$ cat config.mk
export PLATFORM = sky130hd
export DESIGN_NAME = multi_core_mem_arbiter
export DESIGN_NICKNAME = d
export VERILOG_FILES = /design/src/rtl/multi_core_mem_arbiter.sv
export SDC_FILE = /design/constraint.sdc
export NUM_CORES = 1
export LEC_CHECK = 0
export ABC_AREA = 1
export CORE_UTILIZATION = 35
export DETAILED_ROUTE_END_ITERATION = 6
export GPL_TIMING_DRIVEN = 0
export PLACE_DENSITY = 0.83
export SLEW_MARGIN = 10
export SYNTH_ARGS = -nofsm -noshare
export SYNTH_HDL_FRONTEND = slang
export SYNTH_SLANG_ARGS = --single-unit
$ cat constraint.sdc
create_clock -name clk -period 2.3 [get_ports clk]
set_input_delay 0.46 -clock clk [delete_from_list [all_inputs] [get_ports clk]]
set_output_delay 0.46 -clock clk [all_outputs]
set_load 0.05 [all_outputs]
$ cat src/rtl/multi_core_mem_arbiter.sv
// multi_core_mem_arbiter
//   Round-robin arbiter placing N_CORES processor data ports onto one shared
//   single-port synchronous RAM. It issues at most one registered access per
//   cycle and returns a one-cycle ack to the owning core two edges after the
//   request is sampled.
//   Optional macro ARB_GRANT_CNT_EN adds a saturating 16-bit grant counter per
//   core, read combinationally through stat_sel/stat_cnt.
module multi_core_mem_arbiter #(
   parameter int N_CORES = 2,
   parameter int DATA_W  = 32,
   parameter int ADDR_W  = 8
) (
   input  logic                          clk,
   input  logic                          rst,
   input  logic [N_CORES-1:0]            req,
   input  logic [N_CORES-1:0]            we,
   input  logic [N_CORES*ADDR_W-1:0]     addr,
   input  logic [N_CORES*DATA_W-1:0]     wdata,
   output logic [N_CORES-1:0]            ack,
   output logic [DATA_W-1:0]             rdata,
   output logic                          ram_en,
   output logic                          ram_we,
   output logic [ADDR_W-1:0]             ram_addr,
   output logic [DATA_W-1:0]             ram_wdata,
`ifdef ARB_GRANT_CNT_EN
   input  logic [$clog2(N_CORES)-1:0]    stat_sel,
   output logic [15:0]                   stat_cnt,
`endif
   input  logic [DATA_W-1:0]             ram_rdata
);

   localparam int                IDX_W = $clog2(N_CORES);
   localparam logic [IDX_W:0]    NC    = (IDX_W+1)'(N_CORES);
   localparam logic [IDX_W-1:0]  LAST  = IDX_W'(N_CORES - 1);

   logic                 ram_en_q,    ram_en_d;
   logic                 ram_we_q,    ram_we_d;
   logic [ADDR_W-1:0]    ram_addr_q,  ram_addr_d;
   logic [DATA_W-1:0]    ram_wdata_q, ram_wdata_d;
   logic [N_CORES-1:0]   ack_q,       ack_d;
   logic [IDX_W-1:0]     gnt_idx_q,   gnt_idx_d;
   logic [IDX_W-1:0]     rr_ptr_q,    rr_ptr_d;

   logic [N_CORES-1:0]   gnt_onehot;
   logic [N_CORES-1:0]   busy;
   logic [N_CORES-1:0]   elig;
   logic                 hit;
   logic [IDX_W-1:0]     sel;
   logic                 sel_we;
   logic [ADDR_W-1:0]    sel_addr;
   logic [DATA_W-1:0]    sel_wdata;
   logic [IDX_W:0]       sum;
   logic [IDX_W-1:0]     cand;

   // Round-robin search from rr_ptr over cores that are neither in flight nor being acked
   always_comb begin
      gnt_onehot = N_CORES'(1) << gnt_idx_q;
      busy       = ack_q | (ram_en_q ? gnt_onehot : '0);
      elig       = req & ~busy;
      hit        = 1'b0;
      sel        = '0;
      sel_we     = 1'b0;
      sel_addr   = '0;
      sel_wdata  = '0;
      sum        = '0;
      cand       = '0;
      for (int k = 0; k < N_CORES; k++) begin
         sum = {1'b0, rr_ptr_q} + (IDX_W+1)'(k);
         if (sum >= NC) sum = sum - NC;
         cand = sum[IDX_W-1:0];
         if (!hit && elig[cand]) begin
            hit = 1'b1;
            sel = cand;
         end
      end
      for (int k = 0; k < N_CORES; k++) begin
         if (hit && sel == IDX_W'(k)) begin
            sel_we    = we[k];
            sel_addr  = addr[k*ADDR_W +: ADDR_W];
            sel_wdata = wdata[k*DATA_W +: DATA_W];
         end
      end
   end

   // Next-state: register the winning access, ack the access issued last cycle
   always_comb begin
      ram_en_d    = hit;
      ram_we_d    = hit ? sel_we    : ram_we_q;
      ram_addr_d  = hit ? sel_addr  : ram_addr_q;
      ram_wdata_d = hit ? sel_wdata : ram_wdata_q;
      gnt_idx_d   = hit ? sel       : gnt_idx_q;
      rr_ptr_d    = rr_ptr_q;
      if (hit) rr_ptr_d = (sel == LAST) ? '0 : sel + 1'b1;
      ack_d       = ram_en_q ? gnt_onehot : '0;
   end

   // Arbiter state; reset drops any in-flight access so no ack follows it
   always_ff @(posedge clk or posedge rst) begin
      if (rst) begin
         ram_en_q    <= 1'b0;
         ram_we_q    <= 1'b0;
         ram_addr_q  <= '0;
         ram_wdata_q <= '0;
         ack_q       <= '0;
         gnt_idx_q   <= '0;
         rr_ptr_q    <= '0;
      end else begin
         ram_en_q    <= ram_en_d;
         ram_we_q    <= ram_we_d;
         ram_addr_q  <= ram_addr_d;
         ram_wdata_q <= ram_wdata_d;
         ack_q       <= ack_d;
         gnt_idx_q   <= gnt_idx_d;
         rr_ptr_q    <= rr_ptr_d;
      end
   end

   assign ram_en    = ram_en_q;
   assign ram_we    = ram_we_q;
   assign ram_addr  = ram_addr_q;
   assign ram_wdata = ram_wdata_q;
   assign ack       = ack_q;
   assign rdata     = ram_rdata;

`ifdef ARB_GRANT_CNT_EN
   // Counter array is padded to a power of two so stat_sel never indexes out of range;
   // padding entries are never selected and stay at zero.
   localparam int N_CNT = 2**IDX_W;

   logic [15:0] cnt_q [N_CNT];
   logic [15:0] cnt_d [N_CNT];

   // Saturating per-core grant count
   always_comb begin
      for (int k = 0; k < N_CNT; k++) begin
         cnt_d[k] = cnt_q[k];
         if (hit && sel == IDX_W'(k) && cnt_q[k] != 16'hFFFF) cnt_d[k] = cnt_q[k] + 16'd1;
      end
   end

   // Grant counter registers
   always_ff @(posedge clk or posedge rst) begin
      if (rst) begin
         for (int k = 0; k < N_CNT; k++) cnt_q[k] <= '0;
      end else begin
         for (int k = 0; k < N_CNT; k++) cnt_q[k] <= cnt_d[k];
      end
   end

   assign stat_cnt = cnt_q[stat_sel];
`endif

endmodule

==> reports/summary.md, run 1 <==
The synthesized area was 2370 µm². In this run the power density over the cells is 1450 nW/µm². The maximum fanout along the worst path works out to 2. Static leakage: 0.00190 µW.

For the number of nets with antenna violations after detailed routing, the log shows 0. The logs give 535 for the count of fill cells added during filler insertion and 758 µV for the maximum vdd drop. The logic depth of the worst setup path including buffers was 1. For this block, the routed nets add up to 7410 µm of wire. The overall die width came out at 84.3 µm. Relative to the synthesized area, the layout overhead comes to 77.6%. The standard-cell row count was 29; the later-pin clock latency in the skew report was 0.29 ns.

The number of nets handed over by synthesis was 399. Measured in cells, the most critical reg-to-reg path has a length of 7. The worst setup path is launched from a register. Setup violations remaining at the end of the flow were counted as 0. The tool flagged a number of max-cap violations equal to 0. The detailed-router iteration count before antenna repair is 7. The type of the tightest min-delay check was register to register. Dividing the detail-routed wire length by the instance count gives 14.0 µm. The initial standard-cell utilization of the core was 0.367. The cell sitting at the root of the clock tree is a clkbuf_8. After clock tree synthesis, the clock-pin slew on the worst setup and hold paths is 0.09 ns.

TritonCTS built the clock tree. The total die area came out at 7100 µm². Final core utilization: 0.651. The floorplan step defined a core boundary enclosing 6460 µm².

The critical path's slowest cell was clkdlybuf4s50_1. The path type of the worst setup path was register to primary output. The largest single stage delay on the critical path is 0.84 ns.

Broken down by cell family, the worst path's largest delay share belongs to buffers and inverters. The cell count after synthesis was 281. Summed over all nets, the half-perimeter wirelength after detailed placement is 5690 µm. STA classifies the critical path endpoint as a primary output. At the pin with the least slew margin, the transition time is 0.544 ns. For the worst slew margin relative to its limit, the log shows 0.636. The worst slack on hold paths is 0.497 ns, and the register-to-register setup slack is 0.97 ns. The number of port buffers is 161. The number of global-route vias before repair is 2434, and the clock skew is 0.00599 ns.

The logs give 0 for the initial antenna violation count and 0 for the final-report max-slew violation count. Setup repair after global routing left no endpoint under its margin. Total power for the finished layout comes to 6100 µW.

The worst register-to-register path ends at ram_addr[6]. Buffers inserted during clock tree synthesis total 5. The buffer and inverter count on the worst path works out to 1.

For the post-route DRC violation count, the log shows 30. The Yosys step of the flow raised 0 warnings. The detailed router placed 2579 vias in this run. The logs give 46 for the clock sink total and 0 for the antenna diode instance count. The floorplan step set the die height to 84.3 µm. Data on the critical path is required at its endpoint by 1.84 ns.

Post-cts gate resize count: 0. The tools report the global-route total usage across every layer as 0.211. The startpoint of the worst setup timing path was ram_wdata[21]. Traced cell by cell, the critical path runs through clkdlybuf4s50_1.

The run finished, with violations left. The critical path ends at ram_wdata[21]. The logs give 0.740 for the final weighted congestion of routability-driven global placement and 2 for the clock tree buffer depth. Clock period minus worst slack: 1.96 ns. The final reports fail on design-rule violations. The logs give 0 for the number of hold buffers added after CTS and 0 for the total setup buffers inserted after CTS. For the sequential share of the synthesized area, the log shows 0.486. Data on the critical path arrives at its endpoint at 1.50 ns. The layout cell share with drive strength beyond 1 is 0.157.

The synthesized flop and latch total was 46; the mean post-synth cell area was 8.43 µm². The net count of the finished layout is 568. The upper clock frequency limit came out at 0.510 GHz. The number of vias per cell after detailed routing is 4.88, and the largest net degree at the start of global routing is 25.

Leaving out filler cells and counting taps, the final layout contains 528. The post-synthesis cell type count came out at 11. The number of DRC markers in iteration 0 was 132. The worst register-to-register path begins at ram_en. The tools report the number of endpoints with negative hold slack in the final report as 0. The final worst-path cycle share is 0.853, and the residual overflow from global routing is 0. The deepest level of the CTS H-tree is 2, and the wire length of the first global-routing pass is 11900 µm. In this run the count of I/O pins placed on the die edge is 194. After detailed placement, the design holds a cell count of 520.
-- cells by family after synthesis --
group                  synth area share
buffers and inverters             0.163
DFF                               0.486
and+or+nand+nor                   0.347
AOI/OAI and AO/OA               0.00422
-- cell type report --
class	count	area, µm²	share of cell area
sequential	46	1150	0.274
timing repair buffer	162	1630	0.388
clock buffer	8	110	0.0262
multi-input combinational	174	832	0.198
buffer	52	353	0.0839
tap	77	96.3	0.0229
inverter	9	33.8	0.00803
-- per-stage QoR --
step           worst slack, ns  TNS [ns]  instance area, µm²
2_1_floorplan            0.752         0                2370
3_3_place_gp            -0.212     -9.61                4080
4_1_cts                  0.331         0                4210
3_5_place_dp             0.394         0                4100
6_report                 0.339         0                4210
5_1_grt                  0.296         0                4210
-- power breakdown --
group          internal (µW)  switching, µW
clock                    304            271
sequential              1230            221
combinational           1370           2690
-- synth_stat cells --
master   number  share of area
buf_2        15          0.032
buf_4        37           0.12
dfrtp_1      46           0.49
inv_1         6         0.0095
inv_2         3         0.0048
nand2_1      43          0.068
nand2_2       3         0.0079
nand3_1     123           0.26
nand3_2       2         0.0084
nor2_2        1         0.0026
o21ai_0       2         0.0042
-- state kept, by name, indices dropped and copies added (netlist names) --
name,flops
ram_we,1
rr_ptr_q,1
ram_en,1
ram_addr,8
gnt_idx_q,1
ack,2
ram_wdata,32
-- placed cells by master, fill, tap and decap left out --
cell,count
nand2_1,43
inv_2,4
buf_12,1
nor2_2,1
buf_2,15
nand2_2,3
o21ai_0,2
nand3_1,123
inv_1,5
nand3_2,2
buf_4,37
clkdlybuf4s50_1,161
clkbuf_8,8
dfrtp_1,46
-- how the worst min path moves through the flow --
stage	from	endpoint	slack [ns]	cells after the start
after floorplan	gnt_idx_q	ack[1]	0.49	2
after global placement	ram_wdata[27]	ram_wdata[27]	0.48	2
after detailed placement	ram_wdata[8]	ram_wdata[8]	0.48	2
after CTS	ram_wdata[23]	ram_wdata[23]	0.50	2
after global routing	ram_wdata[7]	ram_wdata[7]	0.52	2
final	ram_wdata[8]	ram_wdata[8]	0.50	2
-- layer usage --
metal	vias up	global-route usage	wire [µm]
met3	5	0.0610	779
met2	149	0.376	3740
met1	1174	0.258	2850
met4	0	0.0313	38
li1	1251	-	-
met5	-	0	0
Power figures use the tool's default switching activity.
==> run 2: changes to the inputs <==
--- a/config.mk
+++ b/config.mk
@@ -6,10 +6,13 @@
 export NUM_CORES = 1
 export LEC_CHECK = 0
 export ABC_AREA = 1
-export CORE_UTILIZATION = 35
+export CORE_UTILIZATION = 36
+export CTS_BUF_LIST = sky130_fd_sc_hd__clkbuf_4
 export DETAILED_ROUTE_END_ITERATION = 6
 export GPL_TIMING_DRIVEN = 0
-export PLACE_DENSITY = 0.83
+export PLACE_DENSITY = 0.85
+export SETUP_SLACK_MARGIN = 0.1
+export SKIP_LAST_GASP = 1
 export SLEW_MARGIN = 10
 export SYNTH_ARGS = -nofsm -noshare
 export SYNTH_HDL_FRONTEND = slang
==> run 2 against run 1 <==
  * The flow now finishes without violations
  * Setup slack worse by 0.090 ns
  * Final cell count is the same
  * Critical path depth stayed put
  * Worst hold slack worse by 0.046 ns
  * Sequential power is essentially flat
  * Clock-buffer cell count down 3
  * Register-to-register slack got worse by 0.04 ns
  * Total power decreased by 1.3%
  * Global-route usage increased by 0.76 points
  * Clock power shrank 13%
  * Utilization increased by 0.68 points
  * Largest cell class unchanged
  * Largest power group unchanged
  * Highest routed layer unchanged
==> reports/summary.md, run 2 (synthesis gave the netlist of run 1 again) <==
The flow ran to the end, and the final reports show no timing, DRC or antenna violations. The wire length per cell was 14.3 µm (+1.6%); the I/O pin count was 194 (unchanged). The flip-flop count of the largest register after layout came out at 32 (unchanged).

The clock skew is 0.0154 ns (+0.00938 ns). The library cells used most frequently in the layout, excluding fill and tap cells, are clkdlybuf4s50_1, nand3_1, dfrtp_1. Critical path's slowest cell: clkdlybuf4s50_1.

Upper clock frequency limit: 0.488 GHz (-4.4%). The clock period minus worst slack is 2.05 ns (+0.0901 ns), and the global-route total usage across every layer is 0.218 (+0.00764). The total die area came out at 6910 µm² (-2.7%).

Logic depth of the worst setup path including buffers: 1 (unchanged). TritonCTS built the clock tree. The buffer and inverter count on the worst path was 1 (unchanged); the residual overflow from global routing was 0 (unchanged). Number of nets in the layout: 568 (unchanged). The number of vias per cell after detailed routing was 4.91 (+0.62%); the total setup buffers inserted after CTS was 0 (unchanged). The critical path is of the register to primary output type.

The number of DRC markers in iteration 0 is 63 (-52%). The number of port buffers works out to 161 (unchanged). The cell class contributing the biggest share of worst-path delay is buffers and inverters. Post-cts gate resize count: 0 (unchanged).

The final-report max-slew violation count is 0 (unchanged). The worst setup path is launched from a register. For the number of clock buffers inserted by TritonCTS, the log shows 5 (unchanged). The worst slack on hold paths is 0.450 ns (-0.0462 ns), and the via count is 2595 (+0.62%).

The post-route setup TNS was 0 ns (unchanged). The run gives 0.793 (+7.2%) as the final weighted congestion of routability-driven global placement. The instance area after placement came out at 4100 µm² (unchanged). The count of final setup violators is 0 (unchanged), and the power density of the placed cells is 1440 nW/µm² (-0.67%).

For the worst slew margin relative to its limit, the log shows 0.643 (+0.00708). The static leakage is 0.00188 µW (-1.1%), and the clock sink total is 46 (unchanged). The run gives 2636 (+8.3%) as the number of global-route vias before repair. The count of placed standard cells including taps is 520 (unchanged), and the final worst-path cycle share is 0.892 (+0.0392). Post-route DRC violation count: 0 (-100%). The clock tree root driver cell was clkbuf_4.

The slew at the pin closest to its max-slew limit works out to 0.533 ns (-0.0106 ns). The logs give 0.373 (+0.00629) for the initial standard-cell utilization of the core and 4 (-3) for the detailed-router iteration count before antenna repair. The tools report the clock tree buffer depth as 2 (unchanged). The library cell used most frequently in the layout, excluding fill and tap cells, is clkdlybuf4s50_1. The tools report the total wire length after detailed routing as 7520 µm (+1.6%). The area growth from synthesis to layout is 76.4%. The number of hold buffers added after CTS was 0 (unchanged); the antenna diode instance count was 0 (unchanged).

The standard-cell row count came out at 29 (unchanged). The final standard cell count with taps included and fillers excluded was 528 (unchanged); the wire length of the first global-routing pass was 12100 µm (+1.7%). The clock-pin slew on the worst setup and hold paths is 0.15 ns (+0.06 ns), and the number of max-cap violations is 0 (unchanged). The type of the tightest min-delay check was input pin to asynchronous set/reset pin. The initial antenna violation count was 0 (unchanged); the number of nets with antenna violations after detailed routing was 0 (unchanged). The later-pin clock latency in the skew report was 0.37 ns (+0.08 ns); the maximum vdd drop was 951 µV (+25%).

The overall die width was 83.1 µm (-1.4%). The total non-filler cell area in the finished layout is 4180 µm² (-0.65%), and the worst path required time is 1.84 ns (about the same). For the number of endpoints with negative hold slack in the final report, the log shows 0 (unchanged).

Setup repair after global routing left no endpoint under its margin. Type of destination of the critical path: a primary output. The standard cell core area is 6350 µm² (-1.7%). The layout cell share with drive strength beyond 1 is 0.157 (unchanged), and the delay of the slowest critical-path stage is 0.81 ns (-0.03 ns). The logic depth of the worst register-to-register path is 7 (unchanged), and the largest net degree at the start of global routing is 25 (unchanged). For the HPWL after detailed placement, the log shows 5740 µm (+0.76%). Traced cell by cell, the critical path runs through clkdlybuf4s50_1.

For the deepest level of the CTS H-tree, the log shows 2 (unchanged). The maximum fanout along the worst path works out to 3 (+1). The run gives 1.59 ns (+0.09 ns) as the signal arrival time at the worst endpoint. The height of the chip came out at 83.1 µm (-1.4%).
run 2: cell count changes in the layout (fill, tap and decap cells not counted):
cell        change
bufinv_16       +1
clkbuf_4        +5
clkbuf_8        -8
clkinvlp_4      +2
run 2: layout make-up:
class	count	area [µm²]
Timing Repair Buffer	162	1630
Buffer	52	353
Tap cell	77	96.3
Sequential cell	46	1150
Multi-Input combinational cell	174	832
Clock inverter	3	45.0
Inverter	9	33.8
Fill cell	528	2170
Clock buffer	5	37.5
run 2: path summary, 6_finish.rpt:
kind                              start            to  slack (ns)
hold / removal                      rst        ack[1]        0.45
hold reg to reg            ram_wdata[4]  ram_wdata[4]        0.51
min in group clk           ram_wdata[4]  ram_wdata[4]        0.51
max in group asynchronous           rst   ram_addr[1]        1.35
setup reg to reg                 ram_en  ram_wdata[0]        0.93
setup / recovery                 ram_en        ram_en        0.25
run 2: through the flow:
step | util | setup WS [ns] | total power [µW]
finish | 0.658 | 0.249 | 6010
global route | 0.658 | 0.173 | 6370
CTS | 0.658 | 0.223 | 6080
detailed placement | 0.645 | 0.413 | 5560
global placement | 0.642 | -0.213 | 5470
floorplan | - | 0.752 | 4150
run 2: power breakdown:
group	total, µW	leakage, µW	switching [µW]	internal [µW]
Combinational	4060	0.00129	2690	1370
Sequential	1450	0.000550	222	1230
Clock	502	0.0000374	274	228
Total	6010	0.00188	3180	2830
run 2: layer usage:
metal / wire (µm) / track usage / part of all wire
met5: 0 / 0 / 0
met4: 169 / 0.0862 / 0.022
met3: 663 / 0.0537 / 0.088
met2: 3830 / 0.385 / 0.51
met1: 2860 / 0.254 / 0.38
==> patch 1: new RTL, flow settings as in run 1 <==
Take the reset off `ram_addr_q` and `ram_wdata_q` and load them in a clocked block of their own.
--- a/src/rtl/multi_core_mem_arbiter.sv
+++ b/src/rtl/multi_core_mem_arbiter.sv
@@ -99,20 +99,21 @@
       if (rst) begin
          ram_en_q    <= 1'b0;
          ram_we_q    <= 1'b0;
-         ram_addr_q  <= '0;
-         ram_wdata_q <= '0;
          ack_q       <= '0;
          gnt_idx_q   <= '0;
          rr_ptr_q    <= '0;
       end else begin
          ram_en_q    <= ram_en_d;
          ram_we_q    <= ram_we_d;
-         ram_addr_q  <= ram_addr_d;
-         ram_wdata_q <= ram_wdata_d;
          ack_q       <= ack_d;
          gnt_idx_q   <= gnt_idx_d;
          rr_ptr_q    <= rr_ptr_d;
       end
+   end
+
+   always_ff @(posedge clk) begin
+      ram_addr_q  <= ram_addr_d;
+      ram_wdata_q <= ram_wdata_d;
    end
 
    assign ram_en    = ram_en_q;
Function: changed (Yosys sat finds a counterexample within 4 cycles, from zero or initial values and one cycle with rst high).
==> patch 1 against run 1 <==
- count of clock-buffer cells in the layout fell by 1
- area after synthesis rose by 12%
- register-to-register slack got worse by 240 ps
- wire length fell by 3.1%
- core utilization fell by 3.4 points
- global-route usage fell by 4.0 points
- sequential cell count did not move
- power rose by 3.9%
- maximum frequency fell by 2.2%
- setup slack got worse by 45 ps
- design area rose by 7.0%
==> patch 1: results (changes against run 1) <==
Vias/cell: 4.73 (was 4.88)
status: completed (was finished, violations left)
Worst path max stage delay: 860 ps (was 840 ps)
NetSw: 3.10 mW (was 3.18 mW)
GRT Total Usage: 0.171 (was 0.211)
largest cells by area after synthesis: edfxtp_1 (45%), nand3_2 (15%), buf_4 (9.0%), nand3_1 (8.5%), dfrtp_1 (5.6%) (was dfrtp_1 (49%), nand3_1 (26%), buf_4 (12%), nand2_1 (6.8%), buf_2 (3.2%))
Worst-Margin Slew: 550 ps (was 544 ps)
routed length per instance: 14.2 um (was 14.0 um)
footprint of the multi-input gates: 872 um^2 (was 832 um^2)
Synth Area in Compound Gates: 0.00376 (was 0.00422)
Final GP Congestion: 0.828 (was 0.740)
placed cell area: 0.00440 mm^2 (was 0.00410 mm^2)
Lkg Pwr: 1.88 nW (was 1.90 nW)
first-pass GRT wire length: 10400 um (was 11900 um)
layout cells sized above 1: 0.254 (was 0.157)
Post-synth ARST share: 0.130 (was 1.00)
mean post-synth cell area: 11.3 um^2 (was 8.43 um^2)
Final nets: 522 (was 568)
syn_nets: 354 (was 399)
vias in the first global route: 2332 (was 2434)
clk_skew: 6.48 ps (was 5.99 ps)
HPWL Detailed: 5450 um (was 5690 um)
number of fillers in the final layout: 600 (was 535)
Synth top cells by count: nand3_1 (45), edfxtp_1 (40), nand2_1 (40) (was nand3_1 (123), dfrtp_1 (46), nand2_1 (43))
sequential share of the synthesized area: 0.508 (was 0.486)
DRT iter0 DRCs: 96 (was 132)
Main synth FF type: edfxtp_1 (was dfrtp_1)
worst hold path type: primary input to asynchronous set/reset pin (was flip-flop to flip-flop)
Vias: 2382 (was 2579)
Netlist cell types: 18 (was 11)
worst vdd ir: 0.000569 V (was 0.000758 V)
==> patch 1: kinds of logic after synthesis <==
logic type,Yosys count
AO/OA/AOI/OAI,2
buffers and inverters,56
flip-flops,46
AND/OR/NAND/NOR,132
==> patch 1: final timing paths <==
path | start | endpoint | slack [ps] | cells past startpoint
worst max register to register | ack[0] | ram_wdata[22] | 730 | 4
min in group clk | ram_we | ram_we | 550 | 2
worst min-delay path | rst | ram_we | 360 | 2
worst max-delay path | ack[0] | ack[0] | 290 | 1
worst min register to register | ram_we | ram_we | 550 | 2
max in group asynchronous | rst | ack[1] | 1750 | 2
==> patch 1: area by class of cell <==
type                    instances  area share
clock inverters                 1     0.00667
clock buffers                   7      0.0169
plain buffers                  48      0.0900
well taps                      99      0.0275
repair buffers                161       0.358
inverters                       8     0.00722
multi-input cells             134       0.194
flip-flops and latches         46       0.300
==> patch 1: power by group through the flow <==
| stage | logic [mW] | clock network [mW] | registers [mW] |
|---|---|---|---|
| 3_3_place_gp | 4.04 | 0 | 1.66 |
| 2_1_floorplan | 1.43 | 0 | 3.10 |
| 4_1_cts | 4.11 | 0.609 | 1.67 |
| 3_5_place_dp | 4.10 | 0 | 1.69 |
| 5_1_grt | 4.29 | 0.637 | 1.71 |
| 6_report | 4.08 | 0.597 | 1.66 |
==> patch 1: layer usage <==
metal,up-vias,part of all wire,global-route usage
li1,1117,-,-
met1,1086,0.37,0.192
met2,160,0.51,0.305
met3,19,0.090,0.0305
met4,0,0.032,0.0952
met5,-,0,0
==> patch 2: new RTL, settings of run 1 <==
Without the edit above. The parameter `ADDR_W` goes from 8 to 7.
--- a/src/rtl/multi_core_mem_arbiter.sv
+++ b/src/rtl/multi_core_mem_arbiter.sv
@@ -8,7 +8,7 @@
 module multi_core_mem_arbiter #(
    parameter int N_CORES = 2,
    parameter int DATA_W  = 32,
-   parameter int ADDR_W  = 8
+   parameter int ADDR_W  = 7
 ) (
    input  logic                          clk,
    input  logic                          rst,
Ports: changed (resized addr and ram_addr); port bits go from 194 to 191. No check against the original RTL was run, so the function may have changed too.
==> patch 2 against run 1 <==
- clock power shrank 20%
- wire length decreased by 3.9%
- sequential share of layout area grew 0.066 points
- design area fell by 2.4%
- sequential cell count decreased by 1
- power shrank 3.6%
- area after synthesis fell by 1.7%
- setup slack improved by 10 ps
- count of clock-buffer cells in the layout stayed put
==> patch 2: results (changes against run 1) <==
Ys Warns: 0 (unchanged)
clk buf depth: 2 (unchanged)
initial antenna violation count: 0 (unchanged)
Final GP Congestion: 0.776 (was 0.740)
largest cells by area after synthesis: dfrtp_1 (48%), nand3_1 (26%), buf_4 (13%), nand2_1 (6.8%), buf_2 (2.6%) (was dfrtp_1 (49%), nand3_1 (26%), buf_4 (12%), nand2_1 (6.8%), buf_2 (3.2%))
CP arrival: 1490 ps
syn_nets: 392 (was 399)
worst skew pair latency: 280 ps
fraction of the mapped netlist area in adder cells: 0 (unchanged)
first-pass GRT wire length: 11500 um (was 11900 um)
Root Buffer Master: clkbuf_8 (unchanged)
pin count of the biggest net entering global routing: 30 (was 25)
Synth top cells by count: nand3_1 (121), dfrtp_1 (45), nand2_1 (42) (was nand3_1 (123), dfrtp_1 (46), nand2_1 (43))
DR pass1 iterations: 4 (was 7)
sequential share of the synthesized area: 0.484 (was 0.486)
Netlist cell types: 12 (was 11)
Slew HR: 0.635 (was 0.636)
Clk pin slew, worst setup/hold paths: 80 ps
Worst path max stage delay: 820 ps (was 840 ps)
Final nets: 558 (was 568)
Crit path max-delay family: buffers and inverters (unchanged)
GRT Total Usage: 0.201 (was 0.211)
Lkg Pwr: 1.85 nW (was 1.90 nW)
Synth Area in Compound Gates: 0.00430 (was 0.00422)
status: completed (was finished, violations left)
Slowest-stage cell, CP: clkdlybuf4s50_1 (unchanged)
Post-synth ARST share: 1.00 (unchanged)
Main synth FF type: dfrtp_1 (unchanged)
worst hold path type: primary input to asynchronous set/reset pin (was flip-flop to flip-flop)
Post-CTS Setup Bufs: 0 (unchanged)
number of port buffers: 158 (was 161)
layout cells sized above 1: 0.151 (was 0.157)
final wirelength: 7120 um (was 7410 um)
vias in the first global route: 2574 (was 2434)
Placement Setup Slack: 485 ps (was 394 ps)
placed cell area: 0.00403 mm^2 (was 0.00410 mm^2)
number of fillers in the final layout: 546 (was 535)
HPWL Detailed: 5470 um (was 5690 um)
post-CTS resize count: 0 (unchanged)
Num CTS Buffers: 5 (unchanged)
H-tree depth: 2 (unchanged)
clk_skew: 3.36 ps (was 5.99 ps)
Largest register FFs: 32 (unchanged)
worst vdd ir: 0.000864 V (was 0.000758 V)
Crit Path Max Fanout: 3 (was 2)
xor-xnor portion of the synthesized cell area: 0 (unchanged)
DRT iter0 DRCs: 73 (was 132)
# diodes: 0 (unchanged)
Vias/cell: 4.98 (was 4.88)
[patch 2: changes by cell type in the layout (fill, tap and decap cells not counted), moves of 2 or more]
cell	change
buf_4	+3
nand3_1	-2
buf_2	-3
clkbuf_1	+3
clkbuf_8	-3
clkdlybuf4s50_1	-3
[patch 2: final timing paths]
path,endpoint,slack [ps],from,cells after the start
worst max register to register,ram_addr[4],970,ram_en,7
max in group asynchronous,rr_ptr_q,1350,rst,3
worst min-delay path,ram_wdata[2],470,rst,2
worst max-delay path,ram_en,350,ram_en,1
min in group clk,ram_addr[3],500,ram_addr[3],2
worst min register to register,ram_addr[3],500,ram_addr[3],2
[patch 2: kinds of logic after synthesis]
| group | after synthesis |
|---|---|
| buffers and inverters | 61 |
| AND/OR/NAND/NOR | 168 |
| AO/OA/AOI/OAI | 2 |
| flip-flops | 45 |
[patch 2: layout make-up]
type | count | area, um^2 | share of cell area
plain buffers | 52 | 360 | 0.0878
clock buffers | 8 | 80.1 | 0.0195
repair buffers | 159 | 1600 | 0.390
inverters | 9 | 33.8 | 0.00823
well taps | 77 | 96.3 | 0.0235
multi-input cells | 170 | 808 | 0.197
flip-flops and latches | 45 | 1130 | 0.274
[patch 2: stage by stage]
step                      setup TNS [ps]  utilization  std cells
after floorplan                        0            -        276
final                                  0        0.643        520
after CTS                              0        0.643        520
after global routing                   0        0.643        520
after detailed placement               0        0.630        512
after global placement             -7860        0.627        511
[patch 2: power by group]
group	internal [mW]	switching, mW
registers	1.21	0.220
logic	1.37	2.62
clock network	0.216	0.246
[patch 2: per-layer routing]
metal / vias up / track usage / share of wire
met3: 8 / 0.0396 / 0.089
met2: 140 / 0.367 / 0.51
met5: - / 0 / 0
li1: 1224 / - / -
met1: 1216 / 0.241 / 0.39
met4: 0 / 0.0524 / 0.011
